===== src/rtl/alu_cc_pipe.sv =====
// Pipelined Y86-64 ALU with valid/ready handshake, configurable depth,
// a ZF/SF/OF condition-code register and a cmovXX/jXX condition evaluator.
module alu_cc_pipe #(
  parameter int WIDTH  = 64,
  parameter int STAGES = 2
) (
  input  logic             clk,
  input  logic             rst,
  input  logic             in_valid,
  output logic             in_ready,
  input  logic [1:0]       control,
  input  logic [WIDTH-1:0] a,
  input  logic [WIDTH-1:0] b,
  input  logic             set_cc,
  output logic             out_valid,
  input  logic             out_ready,
  output logic [WIDTH-1:0] ans,
  output logic             overflow,
  input  logic [2:0]       ifun,
  output logic             zf,
  output logic             sf,
  output logic             of,
  output logic             cnd
);

  localparam int LAST = STAGES - 1;

  logic [WIDTH-1:0]  res;
  logic              res_ovf;

  logic [STAGES-1:0] vld_q, vld_d;
  logic [STAGES-1:0] ovf_q, ovf_d;
  logic [STAGES-1:0] scc_q, scc_d;
  logic [STAGES-1:0] slot_open;
  logic [WIDTH-1:0]  ans_q [STAGES];
  logic [WIDTH-1:0]  ans_d [STAGES];

  logic zf_q, zf_d;
  logic sf_q, sf_d;
  logic of_q, of_d;
  logic retire;

  always_comb begin
    res     = '0;
    res_ovf = 1'b0;
    case (control)
      2'b00: begin
        res     = a + b;
        res_ovf = (a[WIDTH-1] == b[WIDTH-1]) && (res[WIDTH-1] != a[WIDTH-1]);
      end
      2'b01: begin
        res     = a - b;
        res_ovf = (a[WIDTH-1] != b[WIDTH-1]) && (res[WIDTH-1] != a[WIDTH-1]);
      end
      2'b10:   res = a & b;
      default: res = a ^ b;
    endcase
  end

  // A slot can take new content when it is empty or its occupant moves on;
  // the chain runs from out_ready back to the first slot with no skid buffer.
  always_comb begin : pipe_next
    logic chain;
    slot_open = '0;
    chain     = out_ready;
    for (int k = LAST; k >= 0; k--) begin
      slot_open[k] = ~vld_q[k] | chain;
      chain        = slot_open[k];
    end

    vld_d = vld_q;
    ovf_d = ovf_q;
    scc_d = scc_q;
    ans_d = ans_q;
    if (slot_open[0]) begin
      vld_d[0] = in_valid;
      ans_d[0] = res;
      ovf_d[0] = res_ovf;
      scc_d[0] = set_cc;
    end
    for (int k = 1; k < STAGES; k++) begin
      if (slot_open[k]) begin
        vld_d[k] = vld_q[k-1];
        ans_d[k] = ans_q[k-1];
        ovf_d[k] = ovf_q[k-1];
        scc_d[k] = scc_q[k-1];
      end
    end
  end

  assign retire = vld_q[LAST] & out_ready;

  always_comb begin
    zf_d = zf_q;
    sf_d = sf_q;
    of_d = of_q;
    if (retire && scc_q[LAST]) begin
      zf_d = (ans_q[LAST] == '0);
      sf_d = ans_q[LAST][WIDTH-1];
      of_d = ovf_q[LAST];
    end
  end

  always_ff @(posedge clk or posedge rst) begin
    if (rst) begin
      vld_q <= '0;
      ovf_q <= '0;
      scc_q <= '0;
      for (int k = 0; k < STAGES; k++) begin
        ans_q[k] <= '0;
      end
      zf_q <= 1'b1;
      sf_q <= 1'b0;
      of_q <= 1'b0;
    end else begin
      vld_q <= vld_d;
      ovf_q <= ovf_d;
      scc_q <= scc_d;
      for (int k = 0; k < STAGES; k++) begin
        ans_q[k] <= ans_d[k];
      end
      zf_q <= zf_d;
      sf_q <= sf_d;
      of_q <= of_d;
    end
  end

  always_comb begin
    cnd = 1'b0;
    case (ifun)
      3'd0: cnd = 1'b1;
      3'd1: cnd = (sf_q ^ of_q) | zf_q;
      3'd2: cnd = sf_q ^ of_q;
      3'd3: cnd = zf_q;
      3'd4: cnd = ~zf_q;
      3'd5: cnd = ~(sf_q ^ of_q);
      3'd6: cnd = ~(sf_q ^ of_q) & ~zf_q;
      default: cnd = 1'b0;
    endcase
  end

  assign in_ready  = slot_open[0];
  assign out_valid = vld_q[LAST];
  assign ans       = ans_q[LAST];
  assign overflow  = ovf_q[LAST];
  assign zf        = zf_q;
  assign sf        = sf_q;
  assign of        = of_q;

endmodule


===== config.mk =====
export PLATFORM = sky130hd
export DESIGN_NAME = alu_cc_pipe
export DESIGN_NICKNAME = d
export VERILOG_FILES = /design/src/rtl/alu_cc_pipe.sv
export SDC_FILE = /design/constraint.sdc
export NUM_CORES = 1
export LEC_CHECK = 0
export CAP_MARGIN = 0
export CORE_MARGIN = 3
export CORE_UTILIZATION = 37
export CTS_CLUSTER_SIZE = 40
export DETAILED_ROUTE_END_ITERATION = 8
export SYNTH_ARGS = -nofsm -noshare
export SYNTH_HDL_FRONTEND = slang
export SYNTH_SLANG_ARGS = --single-unit

===== constraint.sdc =====
create_clock -name clk -period 4.3 [get_ports clk]
set_input_delay 0.86 -clock clk [delete_from_list [all_inputs] [get_ports clk]]
set_output_delay 0.86 -clock clk [all_outputs]
set_load 0.02 [all_outputs]

==> impl_metrics.yaml <==
outcome:
  status: "complete, no violations"
clocking:
  cts_root_buffer: "clkbuf_16"
  cts_hold_buf: 0
  cts.sinks: 137
  htree_levels: 4
  cts_buffers: 17
  clk_latency_ns: 0.44
  cts_tree: "done"
  cts.path.max_buffers: 2
  clk_pin_slew_ns: 0.07
yosys:
  seq_area_frac_synth_pct: 22.70
  synth-simple-area-share_pct: 23.58
  synth-async-reset-ratio_pct: 100.0
  synth_compound_area_share_pct: 28.47
  netlist_instances: 2113
  yosys_warnings: 0
  ys_ff_latch: 137
  synth-main-ff-cell: "dfrtp_1"
  synthXorXnorAreaFrac_pct: 1.797
  syn_avg_cell_area_um2: 7.149
  synth_top_family_by_area: "compound AO/OA/AOI/OAI gates"
  synth-edff-count: 0
  synth.distinct_cells: 92
  synthesis.nets: 2380
  synth.mux.area_fraction_pct: 2.667
  synthAdderAreaFrac_pct: 10.78
  syn_area_um2: 15110
timing:
  fmax_mhz: 240.4
  worst_pin_slew_ns: 0.7127
  setup_viol: 0
  fin_crit_ns: 4.160
  finalSetupTns_ns: 0
  skew_ns: 0.01847
  fin_crit_sh_pct: 96.74
  drv_slew: 0
  holdWs_ns: 0.4707
  slew-limit-headroom_pct: 52.49
  hold_violations: 0
pwr:
  power.total_mw: 6.265
  pwr_density_cell_nw_per_um2: 311.5
  leakage_nw: 9.219
  ir_worst_vdd_uv: 295.7
floorplan:
  design.core.area_um2: 40010
  start_util_pct: 37.76
  die_w_um: 208.1
  rows: 73
  io_pins: 209
  fp.dieH_um: 208.1
  dieArea_um2: 43290
setup_path:
  crit_path_start_kind: "primary input"
  path_max_fanout: 7
  crit_type: "primary input to flop"
  critPathRequiredTime_ns: 4.59
  cp-end-kind: "flop"
  critPathArrivalTime_ns: 4.45
detailed_routing:
  drt_iter0_drc: 1638
  drc_errors: 0
  wl_per_cell_um: 20.21
  ant_nets: 0
  num_vias: 17100
  wirelength_mm: 60.76
  first_pass_iters: 5
  post_drt_via_cell_ratio: 5.686
run:
  max_cap_viol_count: 0
grt:
  grt_max_degree: 129
  antenna_found_initial: 2
  grt_overflow: 0
  track_usage_pct: 27.07
  grt_pass1_wl_mm: 94.46
  grt_pass1_vias: 16350
final_layout:
  num_antenna_cells: 0
  syn_to_final_growth_pct: 33.12
  utilization_pct: 50.27
  mostFrequentLayoutCell: "nand2_1"
  layout-drive-gt1-share_pct: 17.24
  fin_nets: 2736
  fin_area_um2: 20110
  most-common-layout-cells: "nand2_1, buf_4, clkdlybuf4s50_1"
placed_design:
  numPortBuffers: 208
  routabilityCongestion: 0.9772
  place_area_um2: 19300
  dp_hpwl_mm: 47.92
worst_hold_path:
  hold_path.class: "flop to flop"
==> power by group <==
| part | internal, mW | switching, mW |
|---|---|---|
| Sequential | 1.54 | 0.260 |
| Clock | 0.891 | 0.690 |
| Combinational | 1.29 | 1.59 |
==> path summary, 6_finish.rpt <==
path,startpoint,end,slack (ns),cells after the start
setup / recovery,b[24],ans_q[116],0.14,16
hold / removal,scc_q[1],scc_q[1],0.47,2
setup reg to reg,vld_q[1],ans_q[82],2.27,5
hold reg to reg,scc_q[1],scc_q[1],0.47,2
max in group asynchronous,rst,zf,2.70,3
min in group asynchronous,rst,ans[14],0.85,2
==> worst max-delay path, cell delays in order <==
cell and delay [ns]:
clkdlybuf4s50_1 0.47, inv_1 0.05, ha_1 0.39, and4_1 0.30
nand4_1 0.16, or4_4 0.55, nor4_2 0.21, a21oi_2 0.09
buf_4 0.17, a31oi_4 0.21, a21oi_2 0.08, buf_4 0.17
o21ai_1 0.11, mux2i_1 0.10, a221oi_2 0.40, a21oi_1 0.12
==> per-layer routing <==
layer / share of wire, % / wire length [µm] / track usage [%]
met4: 1.7 / 1013 / 5.441
met3: 8.5 / 5183 / 5.217
met5: 0.021 / 13 / 0
met1: 48 / 28900 / 40.70
met2: 42 / 25650 / 40.31
==> logic make-up after synthesis <==
family / Yosys count
xor+xnor: 31
buf+inv: 327
compound gates: 658
flops: 137
fa+ha+maj: 129
simple gates: 792
mux: 39
==> metrics by stage <==
step | instances | setup WS [ns]
detailed placement | 2972 | -0.8582
floorplan | 2113 | 0.5865
global route | 3007 | -0.03297
CTS | 3004 | 0.001174
global placement | 2972 | -0.9398
finish | 3007 | 0.1403
==> what timing repair did <==
item / CTS / global route
endpoints found under the setup margin: 10 / 27
buffers inserted: 0 / 3
gates resized for setup: 4 / 28
pin swaps: 0 / 7
==> cell usage after synthesis, types with 20 or more instances <==
master	n	share of area [%]
o31ai_1	34	1.7
a21oi_1	172	5.7
mux2i_1	29	1.9
inv_1	129	3.2
nor2_1	186	4.6
o21ai_0	136	4.5
nand3_1	51	1.7
a21o_1	42	2.1
nor4_1	31	1.3
buf_2	25	0.83
xnor2_1	29	1.7
o211ai_1	34	1.7
ha_1	127	11
dfrtp_1	136	23
nand4_1	20	0.83
o21bai_1	28	1.4
clkbuf_1	85	2.1
a31oi_1	29	1.2
nand2_1	354	8.8
a211oi_1	34	1.7
nor2b_1	21	0.87
nor3_1	37	1.2
nand2b_1	25	1.0
buf_4	67	3.3
==> cell type report <==
class                   count  area (µm²)
fillers                  4090       19900
well taps                 525       656.9
flip-flops and latches    137        3430
clock buffers              17       425.4
multi-input cells        1649       10340
inverters                 135       510.5
repair buffers            529        4547
clock inverters            15       195.2
==> sequential cells by signal (all words and copies together) (netlist names) <==
register,count
of,1
ans_q,64
ans,64
sf,1
vld_q,2
scc_q,2
zf,1
ovf_q,2
No activity file was read; power rests on OpenSTA's default activity.
